File: config.mk
export PLATFORM = sky130hd
export DESIGN_NAME = count_capture_fifo
export DESIGN_NICKNAME = d
export VERILOG_FILES = /design/src/rtl/count_capture_fifo.sv
export SDC_FILE = /design/constraint.sdc
export NUM_CORES = 1
export LEC_CHECK = 0
export CAP_MARGIN = 20
export CELL_PAD_IN_SITES_DETAIL_PLACEMENT = 0
export CELL_PAD_IN_SITES_GLOBAL_PLACEMENT = 1
export CORE_AREA = 2 2 76 60
export DETAILED_ROUTE_END_ITERATION = 6
export DIE_AREA = 0 0 78 62
export PLACE_DENSITY = 0.81
export SYNTH_ARGS = -nofsm -noshare
export SYNTH_HDL_FRONTEND = slang
export SYNTH_SLANG_ARGS = --single-unit
File: constraint.sdc
create_clock -name clock -period 4.05 [get_ports clock]
set_input_delay 0.81 -clock clock [delete_from_list [all_inputs] [get_ports clock]]
set_output_delay 0.81 -clock clock [all_outputs]
set_load 0.01 [all_outputs]
File: src/rtl/count_capture_fifo.sv
// Capture FIFO for snapshots of an upstream counter value. Each entry is tagged
// with a flag recording whether the counter wrapped since the previous capture.
module count_capture_fifo #(
  parameter int DEPTH = 4,
  parameter int CW    = 4
) (
  input  logic          clock,
  input  logic          reset,
  input  logic          enable,
  input  logic [CW-1:0] counter_in,
  input  logic          capture,
  output logic [CW:0]   out_data,
  output logic          out_valid,
  input  logic          out_ready,
  output logic          full,
  output logic [4:0]    level,
  output logic          overflow
);

  localparam int         AW        = $clog2(DEPTH);
  localparam logic [4:0] DEPTH_LVL = 5'(DEPTH);

  logic [CW:0]   mem [DEPTH];
  logic [AW-1:0] rd_ptr;
  logic [AW-1:0] wr_ptr;
  logic [CW-1:0] prev_cnt;
  logic          prev_ok;
  logic          wrap_pending;
  logic          wrap_event;
  logic          push;
  logic          pop;
  logic          wrap_flag;

  assign out_valid  = (level != '0);
  assign full       = (level == DEPTH_LVL);
  assign pop        = out_valid && out_ready;
  // A full FIFO still accepts a capture when the head leaves on the same edge.
  assign push       = capture && (!full || pop);
  assign wrap_event = enable && prev_ok && (prev_cnt == '1) && (counter_in == '0);
  assign wrap_flag  = wrap_pending || wrap_event;
  assign out_data   = out_valid ? mem[rd_ptr] : '0;

  always_ff @(posedge clock) begin
    if (reset) begin
      rd_ptr       <= '0;
      wr_ptr       <= '0;
      level        <= '0;
      overflow     <= 1'b0;
      wrap_pending <= 1'b0;
      prev_ok      <= 1'b0;
      prev_cnt     <= '0;
    end else begin
      if (push) wr_ptr <= wr_ptr + AW'(1);
      if (pop)  rd_ptr <= rd_ptr + AW'(1);

      if (push && !pop)
        level <= level + 5'd1;
      else if (pop && !push)
        level <= level - 5'd1;

      if (capture && !push)
        overflow <= 1'b1;

      // A dropped capture leaves a pending wrap for the next stored entry.
      if (push)
        wrap_pending <= 1'b0;
      else if (wrap_event)
        wrap_pending <= 1'b1;

      if (enable) begin
        prev_cnt <= counter_in;
        prev_ok  <= 1'b1;
      end
    end
  end

  always_ff @(posedge clock) begin
    if (push && !reset)
      mem[wr_ptr] <= {wrap_flag, counter_in};
  end

endmodule

After elaboration in Yosys (flattened, before gate mapping). Memory sizes are Yosys's and may differ from the RTL's. A register that Yosys moved wholly into a read port is not among the register bits. Index checks and enable logic that the tools add are counted.

Add/sub/neg operators: 4. Equality and inequality tests: 2. Muxes and demuxes: 7. Reductions and logical operators: 19.

Operator list (count): 2-to-1 mux 5 bit (3); logical AND 1 bit (9); adder 5 x 1 -> 5 bit (second input constant) (1); equality test 5 x 3 -> 1 bit (second input constant) (1); nonzero test 5 bit (1); subtractor 5 x 1 -> 5 bit (second input constant) (1); adder 2 x 1 -> 2 bit (second input constant) (2); equality test 4 bit (second input constant) (1); zero test 1 bit (4); zero test 4 bit (1); 2-to-1 mux 2 bit (2); logical OR 1 bit (2); 2-to-1 mux 1 bit (2); nonzero test 2 bit (1); OR reduction 2 bit (1).

Bits in registers: 16. Memory bits (writable): 20. Input port bits: 9. Output and inout bits: 13. Logic and storage cells: 40. Memories: 1.

Memories: mem (words 4, bits a word 5, rd ports 1, clocked after memory_dff 1, wr ports 1, line 23) `logic [CW:0] mem [DEPTH];`.

Logic depth before layout (Yosys ltp). Gate-level depths: netlist (run 1).

Word-level depth: 8. Depth in mapped cells: 11. Depth with buffers taken out: 10.

Least setup slack after synthesis (run 1). No wires, ideal clock.

Path type: reg2reg. Start point: register level[3]. End point: register level[4]. Library setup time: 121 ps. Arrival: 2766 ps. Data required time: 3929 ps. Setup slack: 1164 ps. Cell stages (with the launch flop): 11. Buffers on the path: 1. Period minus slack after synthesis: 2886 ps. Cells stage by stage: dfxtp_1 > or4_4 > buf_6 > o31ai_4 > inv_1 > ha_1 > fa_1 > nand2b_1 > a21oi_1 > mux2i_1 > mux2_2.

Cells in the longest elaborated chain, start to end: 7. Elaborated cells on any way between the ends: 15. Those cells by class: add/sub: 2; eq/ne: 1; mux: 2; reduce/logical: 10.

Ends and longest elaborated chain: from (decl) (line 16) `output logic [4:0] level,`; from (signal assigned) (line 57) `level <= level + 5'd1;`; from (signal assigned) (line 59) `level <= level - 5'd1;`; equality test 5 x 3 -> 1 bit or nonzero test 5 bit (tied branches) (line 35, 34); zero test 1 bit or logical AND 1 bit (tied branches) (line 38, 36); logical OR 1 bit (*) (line 38) `assign push = capture && (!full || pop);`; logical AND 1 bit (*) (line 38); via push (line 30) `logic push;`; zero test 1 bit (line 58) `else if (pop && !push)`; logical AND 1 bit (line 58); nonzero test 2 bit (no source line).

The timed path passes the listed nets; every way through them passes the cells marked *. The select of a mux whose other input is x is not followed. A chain may end at the register's enable or synchronous reset.

Worst setup path after layout (run 1).
Start point: input port out_ready. End point: register level[4].

Cells in the longest elaborated chain, start to end: 6. Elaborated cells on any way between the ends: 9. Those cells by class: mux: 1; reduce/logical: 8.

Ends and longest elaborated chain: from (decl) (line 14) `input logic out_ready,`; logical AND 1 bit (*) (line 36) `assign pop = out_valid && out_ready;`; logical OR 1 bit (*) (line 38); logical AND 1 bit (*) (line 38); via push (line 30); zero test 1 bit (line 58); logical AND 1 bit (line 58); nonzero test 2 bit (no source line).

The timed path passes the listed nets; every way through them passes the cells marked *.

==> results.yml, run 1 <==
outcome:
  status: "finished clean"
cts:
  postCtsSetupRepairBufs: 0
  clockBufferDepth: 2
  ctsResizeCount: 0
  cts_sinks: 38
  cts_root_buf: "clkbuf_8"
  path_clk_slew_ns: 0.07
  cts_buffers: 5
  clock_latency_ns: 0.28
  cts_tree: "built"
  cts_hold_buf: 0
  cts_htree_levels: 2
synthesis:
  syn-cell-area_mm2: 0.00170
  seq_area_frac_synth_pct: 56.6
  synth_seq_cells: 38
  synth-edff-count: 20
  synth.most_common_cell: "nor2_1"
  ys.flop_type: "edfxtp_1"
  yosys-top-cells-area: "edfxtp_1 (35%), dfxtp_1 (21%), mux4_2 (6.6%)"
  syn_inst: 136
  synth_common_cells: "nor2_1 (26), edfxtp_1 (20), dfxtp_1 (18)"
  synth_top_area_cell: "edfxtp_1"
  yosys.area.top_type_share_pct: 35.3
  ys_types: 31
  synth_nets: 154
  async_reset_ff_share_pct: 0
  syn_area_per_cell_um2: 12.5
  yosysWarnings: 0
sta:
  tightest_slew_ns: 0.525
  maxSlewViolCount: 0
  setup_violations: 0
  finalHoldViolations: 0
  max_freq_mhz: 322
  worst_slew_margin_rel_pct: 64.8
  whs_ns: 0.487
  timing.final.crit_period_ns: 3.10
  finClkSkew_ns: 0.00448
  finalWorstSetupSlack_ns: 0.947
  setup-tns-final_ns: 0
  rsz0062_at_grt: "false"
  period_share_pct: 76.6
setup_path:
  r2r_start: "level[3]"
  rrSetupSlack_ns: 1.10
  reg2reg_to: "level[4]"
  crit_arrival_ns: 3.28
  cp_max_fo: 4
  worstSetupStartpointType: "primary input"
  worstSetupEndpointType: "register"
  critPathKind: "primary input to register"
  reg2reg_depth: 9
  critPathRequiredTime_ns: 4.22
final_layout:
  fin_area_mm2: 0.00206
  syn_to_final_growth_pct: 21.3
  drive_gt1_share_pct: 12.4
  fill_cells: 393
  post-route-util_pct: 49.0
  n_antenna_cell: 0
  final_cells: 218
  layout.nets: 178
power_and_ir_drop:
  power_mw: 1.23
  powerDensity_mw_per_mm2: 597
  p_leak_nw: 0.776
  ir_drop_v: 0.000324
grt:
  grt_pass1_wl_mm: 4.55
  grt_max_degree: 23
  grt_pass1_vias: 1005
  grt.overflow.total: 0
  track_usage_pct: 12.5
  antenna_found_initial: 0
drt:
  routed_wl_mm: 2.85
  routed-via-count: 1057
  wl_per_cell_um: 13.1
  viasPerCell: 4.85
  drtIter0Drc: 62
  drc_errors: 0
  drtPass1Iterations: 4
  final_antenna_net_count: 0
die:
  die_x_um: 78
  core_area_mm2: 0.00420
  initial_utilization_pct: 40.4
  rows: 21
  die_area_mm2: 0.00484
  die_y_um: 62
  ioPinCount: 22
placed_design:
  numPortBuffers: 21
  place_inst: 210
  place.gp.congestion: 0.849
  placed_area_mm2: 0.00197
  pre_cts_ws_ns: 0.644
  hpwl_mm: 2.11
flow_run:
  drv_cap: 0
hold_path:
  hold_path_class: "register to register"
  hold_start: "prev_ok"
  holdPathEnd: "prev_ok"
  hold_path_depth: 2
cells in the final DEF (no fill, tap or decap), drive strengths merged, types with 2 or more instances in the layout:
cell,n
a21oi,5
buf,2
dfxtp,18
nand2,2
xor2,4
ha,8
o211ai,2
clkdlybuf4s50,21
nor4bb,2
mux2i,6
nor2,26
clkbuf,6
nor2b,6
or4,2
mux4,5
and2,3
edfxtp,20
inv,9
state kept, by name, summed over array words and instances (netlist names), named ones only:
name	count
level	5
mem	20
overflow	1
prev_cnt	4
prev_ok	1
rd_ptr	2
wr_ptr	2
wrap_pending	1
critical path: stages:
cell	delay (ns)
clkdlybuf4s50_1	0.52
o31ai_4	0.36
inv_1	0.08
ha_1	0.24
fa_1	0.40
nand2b_1	0.16
a21oi_1	0.15
mux2i_1	0.21
mux2_2	0.34
power breakdown:
part / leakage (nW) / switching [mW] / internal, mW
clock network: 0.0472 / 0.128 / 0.137
registers: 0.328 / 0.0528 / 0.453
logic: 0.401 / 0.209 / 0.251
worst max-delay path by stage:
stage | start | endpoint
2_1_floorplan | level[3] | level[4]
3_3_place_gp | out_ready | level[4]
3_5_place_dp | out_ready | level[4]
4_1_cts | out_ready | level[4]
5_1_grt | level[3] | out_data[4]
6_report | out_ready | level[4]
cells by family (layout without fill, tap and decap cells):
family / Yosys count / count (layout) / synth area share (%)
DFF: 38 / 38 / 56.6
AOI/OAI and AO/OA: 11 / 11 / 5.15
buffers and inverters: 15 / 40 / 3.76
xor gates and xnor gates: 5 / 5 / 2.58
adders and majority gates: 9 / 9 / 7.07
muxes: 12 / 12 / 10.8
and+or+nand+nor: 46 / 46 / 14.1
final cells by class:
class | instances | area [µm²] | area share, %
inverter | 9 | 33.8 | 1.64
clock buffer | 6 | 82.6 | 4.01
tap | 57 | 71.3 | 3.46
clock inverter | 2 | 12.5 | 0.607
timing repair buffer | 23 | 225 | 10.9
sequential | 38 | 961 | 46.6
multi-input combinational | 83 | 674 | 32.7
layer usage:
metal / part of all wire [%] / up-vias / GRT usage, % / routed length (µm)
met5: 0 / - / 0 / 0
met4: 2.8 / 0 / 5.26 / 80
met3: 2.8 / 8 / 3.47 / 79
met2: 50 / 16 / 23.2 / 1430
met1: 44 / 509 / 14.0 / 1260
li1: - / 524 / - / -
Note: power is estimated with default switching activity, not from simulation.
==> run 2, diff against run 1 <==
--- a/config.mk
+++ b/config.mk
@@ -8,10 +8,10 @@
 export CAP_MARGIN = 20
 export CELL_PAD_IN_SITES_DETAIL_PLACEMENT = 0
 export CELL_PAD_IN_SITES_GLOBAL_PLACEMENT = 1
-export CORE_AREA = 2 2 76 60
+export CORE_AREA = 2 2 80 63
 export DETAILED_ROUTE_END_ITERATION = 6
-export DIE_AREA = 0 0 78 62
-export PLACE_DENSITY = 0.81
+export DIE_AREA = 0 0 82 65
+export PLACE_DENSITY = 0.77
 export SYNTH_ARGS = -nofsm -noshare
 export SYNTH_HDL_FRONTEND = slang
 export SYNTH_SLANG_ARGS = --single-unit
==> constraint.sdc (replaced) <==
create_clock -name clock -period 2.6 [get_ports clock]
set_input_delay 0.52 -clock clock [delete_from_list [all_inputs] [get_ports clock]]
set_output_delay 0.52 -clock clock [all_outputs]
set_load 0.01 [all_outputs]
==> run 2 against run 1 <==
Net effect:
- the flow now finishes with violations (setup timing)
- worst hold slack worse by 0.0052 ns
- die area up 10%
- final cell count up 8.7%
- critical path type is now register to register
- register-to-register slack worse by 1.2 ns
- sequential share of layout area down 3.3 points
- final area up 7.7%
- global-route usage up 1.3 points
- clock power up 50%
- core utilization down 1.0 points
- highest routed layer unchanged
- wire length up 10%
- combinational power up 95%
- power up 67%
==> results.yml, run 2 (same netlist as run 1, synthesis figures left out) <==
outcome:
  violations: "setup timing"
  status: "finished with violations"
cts:
  cts_htree_levels: 2
  clock_latency_ns: 0.28
  cts_sinks: 38
  path_clk_slew_ns: 0.07
  cts_hold_buf: 0
  cts_tree: "built"
  cts_root_buf: "clkbuf_8"
  cts_buffers: 5
  clockBufferDepth: 2
sta:
  setup_violations: 1
  maxSlewViolCount: 0
  finalHoldViolations: 0
  period_share_pct: 103
  timing.final.crit_period_ns: 2.68
  worst_slew_margin_rel_pct: 75.7
  finalWorstSetupSlack_ns: -0.0786
  finClkSkew_ns: 0.00210
  rsz0062_at_grt: "true"
  whs_ns: 0.482
  max_freq_mhz: 373
  setup-tns-final_ns: -0.0786
  tightest_slew_ns: 0.364
setup_path:
  critPathRequiredTime_ns: 2.78
  crit_arrival_ns: 2.85
  cp_max_fo: 3
  worstSetupStartpointType: "register"
  worstSetupEndpointType: "register"
  rrSetupSlack_ns: -0.08
  critPathKind: "register to register"
grt:
  grt.overflow.total: 0
  grt_max_degree: 22
  track_usage_pct: 13.8
  grt_pass1_wl_mm: 5.35
  grt_pass1_vias: 1126
  antenna_found_initial: 0
power_and_ir_drop:
  ir_drop_v: 0.000366
  powerDensity_mw_per_mm2: 928
  power_mw: 2.06
  p_leak_nw: 0.875
final_layout:
  n_antenna_cell: 0
  layout_common_cells: "nor2_1 (26), edfxtp_1 (20), buf_4 (18), dfxtp_1 (17), clkdlybuf4s50_1 (15)"
  layout.nets: 194
  post-route-util_pct: 48.0
  reg_top3: "mem: 20 flops, level: 5 flops, prev_cnt: 4 flops"
  fin_area_mm2: 0.00222
  drive_gt1_share_pct: 23.2
  largest_reg_flops: 20
  top_register: "mem"
  syn_to_final_growth_pct: 30.6
  layout_commonest_cell: "nor2_1"
die:
  die_y_um: 65
  rows: 22
  initial_utilization_pct: 36.7
  core_area_mm2: 0.00462
  die_area_mm2: 0.00533
  ioPinCount: 22
  die_x_um: 82
drt:
  wl_per_cell_um: 13.2
  drc_errors: 0
  drtIter0Drc: 39
  routed_wl_mm: 3.14
  viasPerCell: 4.73
  routed-via-count: 1121
  drtPass1Iterations: 4
  final_antenna_net_count: 0
placed_design:
  hpwl_mm: 2.32
  placed_area_mm2: 0.00209
  place.gp.congestion: 0.759
  numPortBuffers: 21
hold_path:
  hold_path_class: "register to register"
flow_run:
  drv_cap: 0
==> run 2: layout make-up <==
class                   instances  area, µm²
clock buffers                   6       82.6
clock inverters                 2       7.51
fillers                       409       2400
inverters                       9       33.8
multi-input cells              83        721
flip-flops and latches         38        962
well taps                      60       75.1
repair buffers                 39        338
==> run 2: critical path, stage by stage (launching register included) <==
cell and delay (ns):
dfxtp_2 0.32, or4_4 0.56, o31ai_4 0.27, inv_2 0.07, ha_4 0.17, fa_2 0.34, nand2b_4 0.15, a21oi_2 0.14
mux2i_1 0.20, mux2_2 0.34
==> run 2: worst paths after layout <==
check	from	cells after the start	endpoint
max reg2reg	level[3]	9	level[4]
min reg2reg	prev_ok	2	prev_ok
min	prev_ok	2	prev_ok
max	level[3]	9	level[4]
==> run 2: metal layers <==
metal  track usage (%)  vias up  part of all wire (%)
met5                 0        -                     0
met4              6.88        0                   1.8
met3              4.60        5                   3.2
met2              21.1       13                    51
met1              17.2      550                    44
li1                  -      553                     -
==> run 2: timing repair <==
item | 4_1_cts | 5_1_grt
endpoints found under the setup margin | 8 | 2
gates resized for setup | 8 | 3
buffers inserted | 0 | 1
pin swaps | 3 | 3
==> run 2: report_power, final <==
group          total (mW)  internal [mW]  switching [mW]  leakage (nW)
Clock               0.396          0.208           0.188        0.0463
Combinational       0.896          0.491           0.405         0.501
Sequential          0.767          0.707          0.0598         0.328
==> run 2: stage by stage <==
stage | setup slack [ns] | std cells
after floorplan | -0.212 | 136
after global placement | -0.123 | 228
after detailed placement | -0.174 | 228
after CTS | -0.0564 | 236
after global routing | -0.179 | 237
final | -0.0786 | 237
